$ cat src/rtl/vga_scanout.sv
// vga_scanout: 640x480@60 VGA timing plus frame-buffer scanout of a 320x240, 3-bit RGB,
// two-pixels-per-byte image, with every pixel doubled horizontally and vertically.
// Pipeline: stage 0 counters/decode, stage 1 address, stage 2 VRAM read, stage 3 pixel/sync out.
module vga_scanout #(
    parameter int unsigned H_ACTIVE  = 640,
    parameter int unsigned H_FP      = 16,
    parameter int unsigned H_SYNC    = 96,
    parameter int unsigned H_BP      = 48,
    parameter int unsigned V_ACTIVE  = 480,
    parameter int unsigned V_FP      = 10,
    parameter int unsigned V_SYNC    = 2,
    parameter int unsigned V_BP      = 33,
    parameter logic [15:0] BASE_ADDR = 16'h0000
) (
    input  logic        dot_clk,
    input  logic        reset_n,
    output logic [15:0] vram_addr,
    input  logic [7:0]  vram_data,
    output logic        r,
    output logic        g,
    output logic        b,
    output logic        hsync,
    output logic        vsync,
    output logic        vblank
);

    localparam int unsigned H_TOTAL  = H_ACTIVE + H_FP + H_SYNC + H_BP;
    localparam int unsigned V_TOTAL  = V_ACTIVE + V_FP + V_SYNC + V_BP;
    localparam int unsigned HS_START = H_ACTIVE + H_FP;
    localparam int unsigned HS_END   = H_ACTIVE + H_FP + H_SYNC;
    localparam int unsigned VS_START = V_ACTIVE + V_FP;
    localparam int unsigned VS_END   = V_ACTIVE + V_FP + V_SYNC;
    localparam int unsigned HC_W     = $clog2(H_TOTAL);
    localparam int unsigned VC_W     = $clog2(V_TOTAL);
    // One source line of bytes: four displayed dots per byte.
    localparam logic [15:0] LINE_STRIDE = 16'(H_ACTIVE / 4);

    // Stage 0 state
    logic [HC_W-1:0] hc;
    logic [VC_W-1:0] vc;
    logic [15:0]     line_base;

    // Stage 0 decode
    logic        hc_last_c;
    logic        vc_last_c;
    logic        active_c;
    logic        hs_c;
    logic        vs_c;
    logic        vblank_c;
    logic [15:0] fetch_addr_c;

    // Stage 1 / stage 2 delay lines
    logic act_d1, hs_d1, vs_d1, vb_d1, sel_d1;
    logic act_d2, hs_d2, vs_d2, vb_d2, sel_d2;

    // Stage 3 pixel field select
    logic [2:0] pix_c;

    // Bits 7 and 3 of each byte carry no colour information.
    logic unused_vram_bits_c;
    assign unused_vram_bits_c = vram_data[7] ^ vram_data[3];

    // Region decode and fetch address for the current counter state
    always_comb begin
        hc_last_c    = (hc == HC_W'(H_TOTAL - 1));
        vc_last_c    = (vc == VC_W'(V_TOTAL - 1));
        active_c     = (hc < HC_W'(H_ACTIVE)) && (vc < VC_W'(V_ACTIVE));
        hs_c         = (hc >= HC_W'(HS_START)) && (hc < HC_W'(HS_END));
        vs_c         = (vc >= VC_W'(VS_START)) && (vc < VC_W'(VS_END));
        vblank_c     = (vc >= VC_W'(V_ACTIVE));
        fetch_addr_c = BASE_ADDR + line_base + 16'(hc >> 2);
    end

    // Dot and line counters; both wrap together at the last dot of the frame
    always_ff @(posedge dot_clk or negedge reset_n) begin
        if (!reset_n) begin
            hc <= '0;
            vc <= '0;
        end else if (hc_last_c) begin
            hc <= '0;
            vc <= vc_last_c ? '0 : vc + VC_W'(1);
        end else begin
            hc <= hc + HC_W'(1);
        end
    end

    // Line base advances after every odd active line so each byte row is shown twice
    always_ff @(posedge dot_clk or negedge reset_n) begin
        if (!reset_n) begin
            line_base <= '0;
        end else if (hc_last_c && vc_last_c) begin
            line_base <= '0;
        end else if (hc_last_c && vc[0] && (vc < VC_W'(V_ACTIVE))) begin
            line_base <= line_base + LINE_STRIDE;
        end
    end

    // Stage 1: registered VRAM address plus region flags
    always_ff @(posedge dot_clk or negedge reset_n) begin
        if (!reset_n) begin
            vram_addr <= BASE_ADDR;
            act_d1    <= 1'b0;
            hs_d1     <= 1'b0;
            vs_d1     <= 1'b0;
            vb_d1     <= 1'b0;
            sel_d1    <= 1'b0;
        end else begin
            vram_addr <= active_c ? fetch_addr_c : BASE_ADDR;
            act_d1    <= active_c;
            hs_d1     <= hs_c;
            vs_d1     <= vs_c;
            vb_d1     <= vblank_c;
            sel_d1    <= hc[1];
        end
    end

    // Stage 2: flags wait alongside the VRAM read
    always_ff @(posedge dot_clk or negedge reset_n) begin
        if (!reset_n) begin
            act_d2 <= 1'b0;
            hs_d2  <= 1'b0;
            vs_d2  <= 1'b0;
            vb_d2  <= 1'b0;
            sel_d2 <= 1'b0;
        end else begin
            act_d2 <= act_d1;
            hs_d2  <= hs_d1;
            vs_d2  <= vs_d1;
            vb_d2  <= vb_d1;
            sel_d2 <= sel_d1;
        end
    end

    // Left pixel in [6:4], right pixel in [2:0], each ordered {r,g,b}
    always_comb begin
        pix_c = sel_d2 ? vram_data[2:0] : vram_data[6:4];
    end

    // Stage 3: colour and sync outputs, black outside the active area
    always_ff @(posedge dot_clk or negedge reset_n) begin
        if (!reset_n) begin
            r      <= 1'b0;
            g      <= 1'b0;
            b      <= 1'b0;
            hsync  <= 1'b1;
            vsync  <= 1'b1;
            vblank <= 1'b0;
        end else begin
            {r, g, b} <= act_d2 ? pix_c : 3'b000;
            hsync     <= ~hs_d2;
            vsync     <= ~vs_d2;
            vblank    <= vb_d2;
        end
    end

endmodule

$ cat config.mk
export PLATFORM = sky130hd
export DESIGN_NAME = vga_scanout
export DESIGN_NICKNAME = d
export VERILOG_FILES = /design/src/rtl/vga_scanout.sv
export SDC_FILE = /design/constraint.sdc
export NUM_CORES = 1
export LEC_CHECK = 0
export BUFFER_PORTS_ARGS = -buffer_cell sky130_fd_sc_hd__buf_2
export CAP_MARGIN = 5
export CORE_ASPECT_RATIO = 0.75
export CORE_MARGIN = 5
export CORE_UTILIZATION = 60
export CTS_CLUSTER_SIZE = 14
export DETAILED_ROUTE_END_ITERATION = 12
export PLACE_DENSITY = 0.84
export SLEW_MARGIN = 15
export SYNTH_ARGS = -nofsm -noshare
export SYNTH_HDL_FRONTEND = slang
export SYNTH_SLANG_ARGS = --single-unit
$ cat constraint.sdc
create_clock -name dot_clk -period 3.6 [get_ports dot_clk]
set_input_delay 0.54 -clock dot_clk [delete_from_list [all_inputs] [get_ports dot_clk]]
set_output_delay 0.54 -clock dot_clk [all_outputs]
set_load 0.1 [all_outputs]
==> flow_summary_export.csv <==
group,metric,value,unit
setup_path,slowest_delay,0.47,ns
floorplan,rows,21,
final_layout,mostFrequentLayoutCell,"dfrtp_1",
timing,tns,0,ns
cts,cts_tree,"built",
setup_path,path_buf_inv,1,
synthesis,netlist_area,2843,um^2
synthesis,synth_compound_area_frac,0.08803,
floorplan,start_util,0.6290,
cts,cts_resized,0,
floorplan,io_pins,32,
drt,ant_nets,0,
global_routing,grt_util_all_layers,0.1800,
synthesis,ys_seq_area_frac,0.5555,
timing,finalSetupViolCount,0,
setup_path,path_cells,"ha_1 -> and3_2 -> nand4_1 -> buf_4 -> or4_1 -> a21oi_1",
setup_path,worst-setup-path-type,"reg2reg",
synthesis,ys_seq_elements,63,
floorplan,die_x,89.48,um
timing,skew,0.008467,ns
floorplan,dieArea,6229,um^2
synthesis,syn_inst,256,
global_routing,grt_first_pass_wirelength,8.728,mm
global_routing,grt_overflow_total,0,
drt,first_iter_violations,220,
timing,slew_viol_final,0,
place,gp_congestion,0.8788,
synthesis,post_synth_and_or_nand_nor_area_fraction,0.2064,
floorplan,fp.dieH,69.61,um
cts,cts.path.max_buffers,2,
final_layout,antenna_cells,0,
cts,clkTransAtPathRegs,0.07,ns
timing,maxSlewHeadroom,0.3609,
synthesis,yosys_warnings,0,
final_layout,multi_input_area,1147,um^2
synthesis,synth_top_family_by_area,"simple AND/OR/NAND/NOR gates",
final_layout,final_nets,308,
setup_path,startpoint_type,"register",
power_and_ir_drop,p_per_area,422.5,nW/um^2
synthesis,yosys-top-cells-area,"dfrtp_1, xnor2_1, ha_1, a21oi_1, o21ai_0",
power_and_ir_drop,p_total,0.001349,W
synthesis,synthMuxAreaShare,0.01408,
timing,rsz0062_at_grt,"no",
setup_path,worst_ep_required_time,3.86,ns
timing,period_minus_slack,2.365,ns
setup_path,worstPathArrival,2.62,ns
drt,vias_per_cell,5.880,
drt,wl,5.199,mm
synthesis,synth.net_count,275,
cts,insertion_delay,0.34,ns
final_layout,layout-drive-gt1-share,0.2075,
cts,root_buffer,"clkbuf_8",
run,maxCapViolations,0,
power_and_ir_drop,vdd_drop_max,0.3520,mV
global_routing,grt_max_degree,40,
cts,ctsHoldBuffers,0,
drt,wl_per_cell,14.81,um
drt,dr_total_vias,2064,
outcome,outcome,"complete, no violations",
timing,tightest_slew,0.9551,ns
setup_path,endpoint_kind,"register",
cts,cts_sinks,63,
synthesis,ys_types,40,
synthesis,synth_top_area_share,0.5370,
global_routing,antenna_found_initial,0,
drt,drtPass1Iterations,5,
floorplan,coreArea,4519,um^2
synthesis,synth_fa_ha_area_frac,0.03961,
synthesis,syn_area_per_cell,11.10,um^2
synthesis,synth_top_area_cell,"dfrtp_1",
worst_hold_path,min_path_type,"in2async",
cts,ctsHtreeMaxLevel,3,
setup_path,worst_path_max_delay_cell,"or4_1",
global_routing,grt_pass1_vias,1918,
final_layout,layout_common_cells,"dfrtp_1, buf_2, a21oi_1, o21ai_0, nand3_1",
cts,postCtsSetupRepairBufs,0,
final_layout,regArea,1579,um^2
drt,drc_errors,0,
timing,finalCritPeriodShare,0.6569,
timing,final_hold_viol_count,0,
final_layout,nFillCells,320,
place,dp_hpwl,3.581,mm
setup_path,cp_top_family,"simple AND/OR/NAND/NOR gates",
cts,numCtsBuffers,9,
power_and_ir_drop,cellLeakagePower,1.474,nW
synthesis,synth_xor_area_frac,0.05546,
final_layout,area_growth,12.28,%
timing,fmax,422.9,MHz
place,numPortBuffers,29,
setup_path,critPathMaxFanout,13,
-- cell families after synthesis --
kind of cell | after synthesis
xor gates and xnor gates | 18
muxes | 4
adders and majority gates | 9
AOI/OAI and AO/OA | 46
and+or+nand+nor | 98
DFF | 63
buffers and inverters | 18
-- worst paths after layout --
path,to,slack [ns],from,cells after the start
setup / recovery,line_base[12],1.24,hc[1],6
hold / removal,r,0.29,reset_n,1
max in group asynchronous,vc[3],2.48,reset_n,2
hold reg to reg,vblank,0.35,vb_d2,0
min in group dot_clk,vblank,0.35,vb_d2,0
setup reg to reg,line_base[12],1.24,hc[1],6
-- cell usage after synthesis, drive strengths merged --
master  instances
and4            3
xor2            5
and3            4
and2            7
clkbuf          4
nor4            2
nor3            4
o21ai          19
a21oi          19
inv             8
nand2b          3
or2             1
a21o            1
or3             9
nand4           8
or4             7
dfstp           2
mux2i           4
nor4b           2
nand3          17
nand2           8
ha              9
dfrtp          61
nor2b           4
buf             6
nor4bb          1
xnor2          13
nor2           16
nand4b          1
o31ai           7
and4b           1
-- flip-flops by register name, indices dropped and copies added (netlist names), 10 cells and up --
| name | flops |
|---|---|
| hc | 10 |
| line_base | 11 |
| vc | 10 |
| vram_addr | 16 |
-- area by class of cell --
cell class | instances | share of cell area
repair buffers | 32 | 0.05253
well taps | 57 | 0.02234
inverters | 8 | 0.009408
flip-flops and latches | 63 | 0.4947
multi-input cells | 175 | 0.3595
clock inverters | 7 | 0.02274
clock buffers | 9 | 0.03881
-- power by group --
group | switching [W] | leakage (nW) | internal [W]
clock | 0.000285 | 0.0956 | 0.000320
combinational | 0.0000281 | 0.551 | 0.00000560
sequential | 0.000000291 | 0.827 | 0.000709
-- metrics by stage --
stage / util / area, um^2 / hold slack, ns / cells / setup WS (ns)
after detailed placement: 0.6628 / 2995 / 0.3356 / 335 / 1.274
after global routing: 0.7063 / 3192 / 0.3536 / 351 / 1.062
after CTS: 0.7063 / 3192 / 0.3153 / 351 / 1.238
after global placement: 0.6628 / 2995 / 0.3314 / 335 / 1.327
final: 0.7063 / 3192 / 0.2892 / 351 / 1.235
after floorplan: - / 2843 / 0.2444 / 256 / 1.904
-- metal layers --
metal	wire length (um)	global-route usage	part of all wire
met5	0	0	0
met4	84	0.06777	0.016
met3	400	0.07245	0.077
met2	2362	0.2543	0.45
met1	2352	0.2464	0.45
(Power assumes the default switching activity.)
